`config.mk`:
```
export PLATFORM = sky130hd
export DESIGN_NAME = ram_loader
export DESIGN_NICKNAME = d
export VERILOG_FILES = /design/src/rtl/dmem_pkg.sv /design/src/rtl/loader_timeout.sv /design/src/rtl/ram_loader.sv
export SDC_FILE = /design/constraint.sdc
export NUM_CORES = 1
export LEC_CHECK = 0
export BUFFER_PORTS_ARGS = -buffer_cell sky130_fd_sc_hd__buf_4
export CAP_MARGIN = 20
export CORE_UTILIZATION = 55
export DETAILED_ROUTE_END_ITERATION = 7
export GPL_TIMING_DRIVEN = 0
export PLACE_DENSITY = 0.76
export SLEW_MARGIN = 20
export SYNTH_ARGS = -nofsm -noshare
export SYNTH_HDL_FRONTEND = slang
export SYNTH_SLANG_ARGS = --single-unit
```
`constraint.sdc`:
```
create_clock -name clk -period 3.27 [get_ports clk]
set_input_delay 0.654 -clock clk [delete_from_list [all_inputs] [get_ports clk]]
set_output_delay 0.654 -clock clk [all_outputs]
set_load 0.005 [all_outputs]
```
`src/rtl/dmem_pkg.sv`:
```
// Shared RAM write-port struct, frame SYNC byte and loader FSM states.
// Write port: one registered write per data byte; no backpressure from the RAM side.
package dmem_pkg;

    localparam int DMEM_AW = 8;
    localparam int DMEM_DW = 8;

    localparam logic [7:0] SYNC = 8'hA5;

    typedef struct packed {
        logic [DMEM_AW-1:0] addr;
        logic               en;
        logic [DMEM_DW-1:0] in;
    } DMemCtrl;

    typedef enum logic [2:0] {
        S_IDLE,
        S_ADDR,
        S_LEN,
        S_DATA,
        S_CSUM,
        S_RESP
    } state_e;

endpackage

```
`src/rtl/loader_timeout.sv`:
```
// Inter-byte idle counter; expired_o flags the edge on which the count would reach TIMEOUT.
// Zero latency, combinational expired_o; clear has priority over enable.
module loader_timeout #(
    parameter int TIMEOUT = 1023
) (
    input  logic clk,
    input  logic rst,
    input  logic clr_i,
    input  logic en_i,
    output logic expired_o
);

    localparam int CW = $clog2(TIMEOUT + 1);

    logic [CW-1:0] cnt_q, cnt_d;

    always_comb begin
        cnt_d = cnt_q;
        if (clr_i) begin
            cnt_d = '0;
        end else if (en_i) begin
            cnt_d = cnt_q + 1'b1;
        end
    end

    always_ff @(posedge clk or posedge rst) begin
        if (rst) begin
            cnt_q <= '0;
        end else begin
            cnt_q <= cnt_d;
        end
    end

    assign expired_o = en_i && !clr_i && (cnt_q == CW'(TIMEOUT - 1));

endmodule

```
`src/rtl/ram_loader.sv`:
```
// Parses SYNC/ADDR/LEN/data/CSUM frames from a byte stream into RAM writes.
// Write lands one cycle after the byte is accepted; rx_ready drops only in RESP and reset.
module ram_loader
    import dmem_pkg::*;
#(
    parameter int D       = 8,
    parameter int A       = 8,
    parameter int TIMEOUT = 1023
) (
    input  logic         clk,
    input  logic         rst,
    input  logic [D-1:0] rx_data,
    input  logic         rx_valid,
    output logic         rx_ready,
    output DMemCtrl      dmem_ctrl,
    output logic         busy,
    output logic         done,
    output logic         err,
    output logic [7:0]   frames_ok
);

    state_e       state_q, state_d;
    logic [A-1:0] ptr_q, ptr_d;
    logic [D-1:0] len_q, len_d;
    logic [D-1:0] sum_q, sum_d;
    logic         ok_q, ok_d;
    logic [7:0]   frames_q, frames_d;
    logic         rdy_q;
    logic         wr_en_q, wr_en_d;
    logic [A-1:0] wr_addr_q, wr_addr_d;
    logic [D-1:0] wr_dat_q, wr_dat_d;

    logic xfer;
    logic tmo_clr, tmo_en, tmo_expired;

    assign xfer = rx_valid && rdy_q;

    assign tmo_clr = xfer || (state_q == S_IDLE) || (state_q == S_RESP);
    assign tmo_en  = !xfer && ((state_q == S_ADDR) || (state_q == S_LEN) ||
                               (state_q == S_DATA) || (state_q == S_CSUM));

    loader_timeout #(.TIMEOUT(TIMEOUT)) u_timeout (
        .clk       (clk),
        .rst       (rst),
        .clr_i     (tmo_clr),
        .en_i      (tmo_en),
        .expired_o (tmo_expired)
    );

    always_comb begin
        state_d   = state_q;
        ptr_d     = ptr_q;
        len_d     = len_q;
        sum_d     = sum_q;
        ok_d      = ok_q;
        frames_d  = frames_q;
        wr_en_d   = 1'b0;
        wr_addr_d = wr_addr_q;
        wr_dat_d  = wr_dat_q;
        case (state_q)
            S_IDLE: if (xfer && rx_data == D'(SYNC)) state_d = S_ADDR;
            S_ADDR: if (xfer) begin
                ptr_d   = rx_data[A-1:0];
                sum_d   = rx_data;
                state_d = S_LEN;
            end
            S_LEN: if (xfer) begin
                len_d   = rx_data;
                sum_d   = sum_q + rx_data;
                state_d = (rx_data == '0) ? S_CSUM : S_DATA;
            end
            S_DATA: if (xfer) begin
                wr_en_d   = 1'b1;
                wr_addr_d = ptr_q;
                wr_dat_d  = rx_data;
                ptr_d     = ptr_q + 1'b1;
                len_d     = len_q - 1'b1;
                sum_d     = sum_q + rx_data;
                if (len_q == D'(1)) state_d = S_CSUM;
            end
            S_CSUM: if (xfer) begin
                ok_d = (rx_data == sum_q);
                if (rx_data == sum_q) frames_d = frames_q + 8'd1;
                state_d = S_RESP;
            end
            S_RESP:  state_d = S_IDLE;
            default: state_d = S_IDLE;
        endcase
        // Only asserted while no byte transfers, so it never races a CSUM match.
        if (tmo_expired) begin
            state_d = S_RESP;
            ok_d    = 1'b0;
        end
    end

    always_ff @(posedge clk or posedge rst) begin
        if (rst) begin
            state_q   <= S_IDLE;
            ptr_q     <= '0;
            len_q     <= '0;
            sum_q     <= '0;
            ok_q      <= 1'b0;
            frames_q  <= '0;
            rdy_q     <= 1'b0;
            wr_en_q   <= 1'b0;
            wr_addr_q <= '0;
            wr_dat_q  <= '0;
        end else begin
            state_q   <= state_d;
            ptr_q     <= ptr_d;
            len_q     <= len_d;
            sum_q     <= sum_d;
            ok_q      <= ok_d;
            frames_q  <= frames_d;
            rdy_q     <= (state_d != S_RESP);
            wr_en_q   <= wr_en_d;
            wr_addr_q <= wr_addr_d;
            wr_dat_q  <= wr_dat_d;
        end
    end

    assign rx_ready       = rdy_q;
    assign busy           = (state_q != S_IDLE);
    assign done           = (state_q == S_RESP) && ok_q;
    assign err            = (state_q == S_RESP) && !ok_q;
    assign frames_ok      = frames_q;
    assign dmem_ctrl.addr = DMEM_AW'(wr_addr_q);
    assign dmem_ctrl.en   = wr_en_q;
    assign dmem_ctrl.in   = DMEM_DW'(wr_dat_q);

endmodule

```
## Word-level counts from Yosys, hierarchy flattened

Cells that the tools add are included.

| word-level totals | value |
|---|---|
| register bits | 64 |
| latch bits | 0 |
| output and inout bits | 29 |
| ROM bits | 0 |
| memories | 0 |
| logic and storage cells | 84 |
| bits in writable memories | 0 |

| cells by class | value |
|---|---|
| $add $sub $neg | 5 |
| eq/ne operators | 14 |
| bitwise logic cells | 0 |
| mux-type cells | 23 |
| div/mod/pow operators | 0 |
| $lt $le $gt $ge | 0 |
| multipliers | 0 |
| shift-type cells | 0 |
| reduce and logical (&&, ||, !) cells | 31 |

Operator list:

| cell | number |
|---|---|
| 8-bit case mux with 2 select lines | 3 |
| 8-bit two-way mux | 4 |
| 3-bit two-way mux | 8 |
| 10-bit two-way mux | 2 |
| 8-bit by 1-bit adder with 8-bit output (second input constant) | 2 |
| 3-bit case mux with 5 select lines | 1 |
| 3-bit AND reduction | 4 |
| 2-bit nonzero test | 6 |
| 10-bit by 1-bit adder with 10-bit output (second input constant) | 1 |
| 10-bit equality test (second input constant) | 1 |
| 8-bit adder | 1 |
| 8-bit by 1-bit equality test with 1-bit output (second input constant) | 1 |
| 8-bit equality test | 1 |
| 8-bit equality test (second input constant) | 1 |
| 8-bit zero test | 1 |
| 8-bit by 1-bit subtractor with 8-bit output (second input constant) | 1 |
| 1-bit logical AND | 7 |
| 3-bit by 2-bit equality test with 1-bit output (second input constant) | 2 |
| 3-bit equality test (second input constant) | 2 |
| 2-bit inequality test (second input constant) | 3 |
| 1-bit logical OR | 5 |
| 1-bit two-way mux | 5 |
| 2-bit AND reduction | 2 |
| 3-bit by 1-bit equality test with 1-bit output (second input constant) | 1 |
| other kinds (6) | 8 |

## Longest topological paths before layout

Gate-level depths: netlist of the first run.

| depth | value |
|---|---|
| word-level depth | 9 |
| mapped depth | 9 |
| depth with buffers taken out | 9 |

## Hierarchy

A second synthesis of the first run with hierarchy kept.

| second synthesis, totals | value |
|---|---|
| cells, all modules | 375 |
| area, all modules | 3603.5 um^2 |

By module, submodules not included:

| module | instances | seq. area each (um^2) | area an instance (um^2) | cells each |
|---|---|---|---|---|
| ram_loader | 1 | 1351.3 | 3065.4 | 321 |
| loader_timeout | 1 | 250.2 | 538.0 | 54 |

## Worst setup path before layout of the first run

No wires, ideal clock.

| timing | value |
|---|---|
| kind | input to register |
| start | input port rx_data[3] |
| end | register frames_q[7], in the netlist frames_ok[7] |
| slack | 1118 ps |
| stages on the path | 6 |
| required time | 3147 ps |
| setup time | 123 ps |
| arrival | 2030 ps |
| cells stage by stage | ha_1 -> nor4_1 -> nand4_4 -> nor2_4 -> nand4_1 -> xnor2_1 |

| between the ends | value |
|---|---|
| word-level cells in the longest chain between the ends | 2 |

Ends and longest elaborated chain:

| item | RTL line | source |
|---|---|---|
| start, declared | ram_loader.sv:12 | `input logic [D-1:0] rx_data,` |
| 8-bit equality test | ram_loader.sv:83 | `if (rx_data == sum_q) frames_d = frames_q + 8'd1;` |
| 3-bit AND reduction (no source line) | -- |  |
| end signal, assigned | ram_loader.sv:114 | `frames_q <= frames_d;` |
| end, declared | ram_loader.sv:27 | `logic [7:0] frames_q, frames_d;` |

No other way between the ends.
A chain may end at the register's enable or synchronous reset.

## Final worst setup path of the first run

| timing | value |
|---|---|
| start | register state_q[1] |
| end | output port done |

| between the ends | value |
|---|---|
| word-level cells in the longest chain between the ends | 2 |

Ends and longest elaborated chain:

| item | RTL line | source |
|---|---|---|
| start, declared | ram_loader.sv:22 | `state_e state_q, state_d;` |
| start signal, assigned | ram_loader.sv:109 | `state_q <= state_d;` |
| 3-bit equality test | ram_loader.sv:124 | `assign done = (state_q == S_RESP) && ok_q;` |
| 1-bit logical AND | ram_loader.sv:124 |  |
| end, declared | ram_loader.sv:17 | `output logic done,` |

No other way between the ends.

==> flow_metrics.env, run 1 <==
export IMPL_cpMaxStageDelayCell="dfrtp_1"
export IMPL_final_common_cell="dfrtp_1"
export IMPL_syn_cell_area_um2=3550
export IMPL_grt_pass1_wl_um=13400
export IMPL_required_ns=2.62
export IMPL_finalNetCount=457
export IMPL_coreArea_um2=6060
export IMPL_cts_tree="done"
export IMPL_drive_gt1_share_pct=19.9
export IMPL_final_cell_mix="dfrtp_1 (64), nor2_1 (48), buf_4 (41)"
export IMPL_ctsResizeCount=0
export IMPL_rows=28
export IMPL_via_per_inst=5.97
export IMPL_avgSynthCellArea_um2=9.32
export IMPL_finalSetupViolations=0
export IMPL_start_util_pct=58.6
export IMPL_final_cells=512
export IMPL_gp_congestion=0.872
export IMPL_drc=0
export IMPL_leakage_nw=1.82
export IMPL_worstPathArrival_ns=1.88
export IMPL_power_mw=3.59
export IMPL_overflow=0
export IMPL_max_slew_margin_rel_pct=48.8
export IMPL_synthXorXnorAreaFrac_pct=4.93
export IMPL_synthAdderAreaFrac_pct=5.14
export IMPL_io_buffers=39
export IMPL_numCtsBuffers=9
export IMPL_clk_path_buf_depth=2
export IMPL_grt_usage_pct=26.6
export IMPL_cts_root_buffer="clkbuf_8"
export IMPL_fmax_mhz=395
export IMPL_synth_mux_area_share_pct=5.92
export IMPL_first_pass_iters=5
export IMPL_dp_cells=496
export IMPL_status="finished clean"
export IMPL_ys_types=54
export IMPL_clk_latency_ns=0.34
export IMPL_h_tree_depth=3
export IMPL_yosysWarningCount=0
export IMPL_slew_violations=0
export IMPL_synthSimpleGateAreaFrac_pct=22.4
export IMPL_post_cts_setup_buffers=0
export IMPL_clk_pin_slew_ns=0.08
export IMPL_synth_main_ff_cell="dfrtp_1"
export IMPL_cp_max_fo=10
export IMPL_tightest_slew_ns=0.761
export IMPL_post_route_min_period_ns=2.53
export IMPL_synth_edf_count=0
export IMPL_ios=40
export IMPL_synth_top_area_share_pct=45.1
export IMPL_antenna_found_initial=0
export IMPL_synth_area_leader_cell="dfrtp_1"
export IMPL_fin_crit_sh_pct=77.4
export IMPL_hold_viol=0
export IMPL_diodes=0
export IMPL_synthTopCellsByArea="dfrtp_1 (45%), mux2_2 (5.1%), nor2_1 (5.1%)"
export IMPL_startpoint="state_q[1]$_DFF_PP0_"
export IMPL_max_stage_delay_ns=0.45
export IMPL_synth_nets=406
export IMPL_via_count=3058
export IMPL_grt_pass1_vias=2854
export IMPL_ys_ff_latch=64
export IMPL_rr_startpoint="sum_q[6]$_DFFE_PP0P_"
export IMPL_synth_async_reset_ratio_pct=100
export IMPL_cp_end_kind="output port"
export IMPL_drv_cap=0
export IMPL_routed_wl_um=8350
export IMPL_ant_nets=0
export IMPL_ctsHoldBuffers=0
export IMPL_area_growth_syn_to_layout_pct=18.6
export IMPL_cts_sinks=64
export IMPL_min_path_type="primary input to asynchronous set/reset pin"
export IMPL_syn_inst=381
export IMPL_die_x_um=82.4
export IMPL_grt_max_degree=36
export IMPL_synth_top_family_by_area="simple AND/OR/NAND/NOR gates"
export IMPL_worstPathCellList="buf_2 -> buf_1 -> and4b_1 -> buf_4"
export IMPL_synth_seq_area_share_pct=45.1
export IMPL_power_density_nw_per_um2=852
export IMPL_hpwl_um=5910
export IMPL_die_area_um2=6780
export IMPL_rsz0062_at_grt="no"
export IMPL_worst_setup_path_type="flop to output port"
export IMPL_drt_initial_drc_count=229
export IMPL_die_height_um=82.4
export IMPL_worst_setup_path_start_kind="flop"
export IMPL_setup_tns_ns=0
export IMPL_synth_compound_area_share_pct=12.9
export IMPL_peakVddDrop_v=0.000588
export IMPL_clock_skew_ns=0.00796
export IMPL_avgRoutedWirePerCell_um=16.3
routing by layer:
layer,up-vias,routed length (um),track usage [%]
li1,1447,-,-
met1,1493,3600,34.0
met2,97,4140,44.3
met3,21,464,5.71
met4,0,144,9.47
met5,-,0,0
power by group:
| part | internal, mW | switching (mW) | leakage (nW) |
|---|---|---|---|
| clock | 0.531 | 0.325 | 0.123 |
| sequential | 1.06 | 0.228 | 0.792 |
| combinational | 0.662 | 0.780 | 0.906 |
| total | 2.26 | 1.33 | 1.82 |
final cells by class:
type                            count  area, um2
Fill cell                         480       1850
Clock buffer                       10        138
Multi-Input combinational cell    289       1820
Tap cell                           75       93.8
Inverter                           11       43.8
Timing Repair Buffer               40        313
Buffer                             17       85.1
Clock inverter                      6        115
Sequential cell                    64       1600
per-stage QoR:
stage                     util (%)  worst slack, ns  area, um2  hold slack (ns)
after global placement        65.0            0.192       3940            0.466
final                         69.5            0.738       4210            0.291
after floorplan                  -             1.02       3550            0.450
after CTS                     69.5            0.729       4210            0.302
after global routing          69.5            0.648       4210            0.320
after detailed placement      65.3            0.643       3960            0.478
worst max-delay path: cells and delay by family, from the launching register on:
kind                   cells  cell delay [ns]
flip-flops                 1             0.45
buffers and inverters      3             0.83
AND/OR/NAND/NOR            1             0.27
cell usage after synthesis, drive strengths merged, types with 2 or more instances:
cell type  count
o211ai         2
o31ai          2
a21oi         28
mux2          16
nor4           4
inv           11
nor3          17
nand2b         3
o22ai          5
clkbuf         8
a211oi         3
mux2i          3
nand2         37
xor2           4
dfrtp         64
xnor2         16
o22a           3
nor2b          6
nand3         13
and4           2
nor2          51
ha            13
o21ai         23
buf            9
or3            7
nand4          4
and2           5
a22oi          2
a31oi          4
sequential cells by signal (all words and copies together), names as in the netlist:
name / cells
wr_addr_q: 8
u_timeout.cnt_q: 10
wr_dat_q: 8
sum_q: 8
ok_q: 1
rx_ready: 1
ptr_q: 8
frames_ok: 8
state_q: 3
wr_en_q: 1
len_q: 8
logic make-up (layout without fill, tap and decap cells):
| group | Yosys count | count (layout) |
|---|---|---|
| mux | 19 | 19 |
| xor+xnor | 20 | 20 |
| buf+inv | 28 | 84 |
| flops | 64 | 64 |
| compound gates | 78 | 78 |
| simple gates | 158 | 158 |
| fa+ha+maj | 14 | 14 |
worst paths after layout:
path                            slack, ns  depth (start not counted)                  endpoint
min in group clk                     0.48                          1  frames_ok[7]$_DFFE_PP0P_
worst min-delay path                 0.29                          2  frames_ok[7]$_DFFE_PP0P_
worst max-delay path                 0.74                          4                      done
max in group asynchronous            2.45                          3      len_q[7]$_DFFE_PP0P_
worst max register to register       1.02                          5  frames_ok[4]$_DFFE_PP0P_
worst min register to register       0.48                          1  frames_ok[7]$_DFFE_PP0P_
No activity file was read; power rests on OpenSTA's default activity.
==> run 2: changes to the inputs <==
--- a/config.mk
+++ b/config.mk
@@ -5,12 +5,13 @@
 export SDC_FILE = /design/constraint.sdc
 export NUM_CORES = 1
 export LEC_CHECK = 0
+export ABC_AREA = 1
 export BUFFER_PORTS_ARGS = -buffer_cell sky130_fd_sc_hd__buf_4
 export CAP_MARGIN = 20
-export CORE_UTILIZATION = 55
+export CORE_UTILIZATION = 54
 export DETAILED_ROUTE_END_ITERATION = 7
 export GPL_TIMING_DRIVEN = 0
-export PLACE_DENSITY = 0.76
+export PLACE_DENSITY = 0.77
 export SLEW_MARGIN = 20
 export SYNTH_ARGS = -nofsm -noshare
 export SYNTH_HDL_FRONTEND = slang
==> constraint.sdc (replaced) <==
create_clock -name clk -period 2.1 [get_ports clk]
set_input_delay 0.42 -clock clk [delete_from_list [all_inputs] [get_ports clk]]
set_output_delay 0.42 -clock clk [all_outputs]
set_load 0.005 [all_outputs]
==> run 2 against run 1 <==
Net effect: utilization is 4.0 points lower; total power rose by 51%; synthesized area is 9.0% higher; critical endpoint is now err; first-iteration DRC count rose by 5.2%; non-clock buffer count decreased by 6; sequential share of layout area is 2.4 points lower; critical path depth unchanged; synthesized cell count up 38%; sequential power up 52%; combinational power increased by 65%.
==> flow_metrics.env, run 2 <==
export IMPL_drc=0
export IMPL_die_x_um=86.7
export IMPL_finalSetupViolations=0
export IMPL_final_cells=676
export IMPL_syn_inst=524
export IMPL_clock_skew_ns=0.0109
export IMPL_max_stage_delay_ns=0.45
export IMPL_setup_ws_ns=0.192
export IMPL_power_density_nw_per_um2=1200
export IMPL_cts_tree="done"
export IMPL_synthTopCellsByCount="nand2_1 (154), inv_1 (68), dfrtp_1 (64)"
export IMPL_clk_latency_ns=0.35
export IMPL_finalNetCount=600
export IMPL_ff2ff_path_depth=8
export IMPL_syn_cell_area_um2=3870
export IMPL_grt_usage_pct=25.8
export IMPL_ctsHoldBuffers=0
export IMPL_fmax_mhz=524
export IMPL_avgSynthCellArea_um2=7.39
export IMPL_worstPathArrival_ns=1.49
export IMPL_leakage_nw=2.32
export IMPL_via_per_inst=5.18
export IMPL_synthTopCellsByArea="dfrtp_1 (41%), nand2_1 (15%), inv_1 (6.6%)"
export IMPL_coreArea_um2=6870
export IMPL_start_util_pct=56.3
export IMPL_cp_max_fo=10
export IMPL_synth_mux_area_share_pct=0
export IMPL_io_buffers=39
export IMPL_die_height_um=86.7
export IMPL_antenna_found_initial=0
export IMPL_tightest_slew_ns=0.405
export IMPL_synth_edf_count=0
export IMPL_synth_main_ff_cell="dfrtp_1"
export IMPL_dp_cells=660
export IMPL_hpwl_um=6390
export IMPL_fin_crit_sh_pct=90.9
export IMPL_worst_setup_path_type="flop to output port"
export IMPL_largest_reg_flops=10
export IMPL_area_growth_syn_to_layout_pct=16.3
export IMPL_yosysWarningCount=0
export IMPL_synthAdderAreaFrac_pct=4.72
export IMPL_diodes=0
export IMPL_clk_path_buf_depth=2
export IMPL_synth_seq_area_share_pct=41.4
export IMPL_slew_violations=0
export IMPL_rows=30
export IMPL_post_place_ws_ns=0.165
export IMPL_hold_viol=0
export IMPL_avgRoutedWirePerCell_um=12.7
export IMPL_cp_end_kind="output port"
export IMPL_required_ns=1.68
export IMPL_gp_congestion=0.882
export IMPL_routed_wl_um=8570
export IMPL_via_count=3503
export IMPL_max_slew_margin_rel_pct=73.0
export IMPL_ys_types=32
export IMPL_grt_pass1_wl_um=15100
export IMPL_final_cell_mix="nand2_1 (154), inv_1 (67), dfrtp_1 (64)"
export IMPL_synthSimpleGateAreaFrac_pct=30.3
export IMPL_synth_compound_area_share_pct=10.6
export IMPL_ios=40
export IMPL_synth_area_leader_cell="dfrtp_1"
export IMPL_cts_root_buffer="clkbuf_8"
export IMPL_ctsResizeCount=0
export IMPL_top_register="u_timeout.cnt_q"
export IMPL_yosysMostFrequentCell="nand2_1"
export IMPL_worst_setup_path_start_kind="flop"
export IMPL_h_tree_depth=3
export IMPL_min_path_type="primary input to asynchronous set/reset pin"
export IMPL_synth_top_family_by_area="simple AND/OR/NAND/NOR gates"
export IMPL_synth_nets=549
export IMPL_worstPathCellList="inv_2 -> nand3_1 -> nor2_1 -> buf_4"
export IMPL_first_pass_iters=5
export IMPL_cts_sinks=64
export IMPL_ys_ff_latch=64
export IMPL_status="finished clean"
export IMPL_synthXorXnorAreaFrac_pct=2.94
export IMPL_drive_gt1_share_pct=14.8
export IMPL_peakVddDrop_v=0.000493
export IMPL_final_common_cell="nand2_1"
export IMPL_synth_async_reset_ratio_pct=100
export IMPL_overflow=0
export IMPL_drt_initial_drc_count=241
export IMPL_post_route_min_period_ns=1.91
export IMPL_grt_max_degree=36
export IMPL_drv_cap=0
export IMPL_die_area_um2=7510
export IMPL_rsz0062_at_grt="no"
export IMPL_post_cts_setup_buffers=0
export IMPL_grt_pass1_vias=3423
export IMPL_ant_nets=0
export IMPL_cpMaxStageDelayCell="dfrtp_1"
export IMPL_synth_top_area_share_pct=41.4
export IMPL_numCtsBuffers=9
export IMPL_clk_pin_slew_ns=0.08
[run 2: cell type report]
type | count | area [um2]
Sequential cell | 64 | 1600
Clock buffer | 9 | 124
Inverter | 75 | 315
Timing Repair Buffer | 40 | 313
Buffer | 11 | 77.6
Tap cell | 96 | 120
Multi-Input combinational cell | 374 | 1880
Clock inverter | 7 | 72.6
Fill cell | 645 | 2370
[run 2: cell families after synthesis]
kind of cell / count (synthesis)
flops: 64
simple gates: 268
buf+inv: 86
xor+xnor: 13
fa+ha+maj: 14
compound gates: 79
[run 2: worst paths after layout]
| path | start | end | slack (ns) |
|---|---|---|---|
| worst max-delay path | state_q[1]$_DFF_PP0_ | err | 0.19 |
| worst min-delay path | rst | sum_q[2]$_DFFE_PP0P_ | 0.06 |
| worst max register to register | sum_q[5]$_DFFE_PP0P_ | frames_ok[4]$_DFFE_PP0P_ | 0.35 |
| worst min register to register | wr_addr_q[1]$_DFFE_PP0P_ | wr_addr_q[1]$_DFFE_PP0P_ | 0.48 |
| max in group asynchronous | rst | wr_addr_q[0]$_DFFE_PP0P_ | 1.52 |
| min in group clk | rx_data[0] | sum_q[0]$_DFFE_PP0P_ | 0.37 |
[run 2: per-layer routing]
layer / up-vias / GRT usage (%) / share of wire (%)
met5: - / 0 / 0
met4: 0 / 12.1 / 2.2
met3: 19 / 5.14 / 4.0
met2: 86 / 43.1 / 48
met1: 1619 / 32.3 / 46
li1: 1779 / - / -
[run 2: report_power, final]
| group | switching, mW | internal [mW] |
|---|---|---|
| Combinational | 1.42 | 0.955 |
| Sequential | 0.322 | 1.64 |
| Clock | 0.516 | 0.547 |
| Total | 2.26 | 3.14 |
[run 2: worst max-delay path, delay by kind of cell, from the launching register on]
kind | cells | cell delay [ns]
flops | 1 | 0.45
buf+inv | 2 | 0.37
simple gates | 2 | 0.32
[run 2: stage by stage]
| stage | hold slack, ns | cell area, um2 | util, % | TNS, ns | power (mW) |
|---|---|---|---|---|---|
| 6_report | 0.0641 | 4500 | 65.5 | 0 | 5.40 |
| 2_1_floorplan | 0.453 | 3870 | - | 0 | 3.61 |
| 4_1_cts | 0.0747 | 4500 | 65.5 | 0 | 5.42 |
| 3_5_place_dp | 0.451 | 4310 | 62.7 | 0 | 4.34 |
| 5_1_grt | 0.0951 | 4500 | 65.5 | 0 | 5.90 |
| 3_3_place_gp | 0.458 | 4280 | 62.3 | -50.96 | 4.23 |
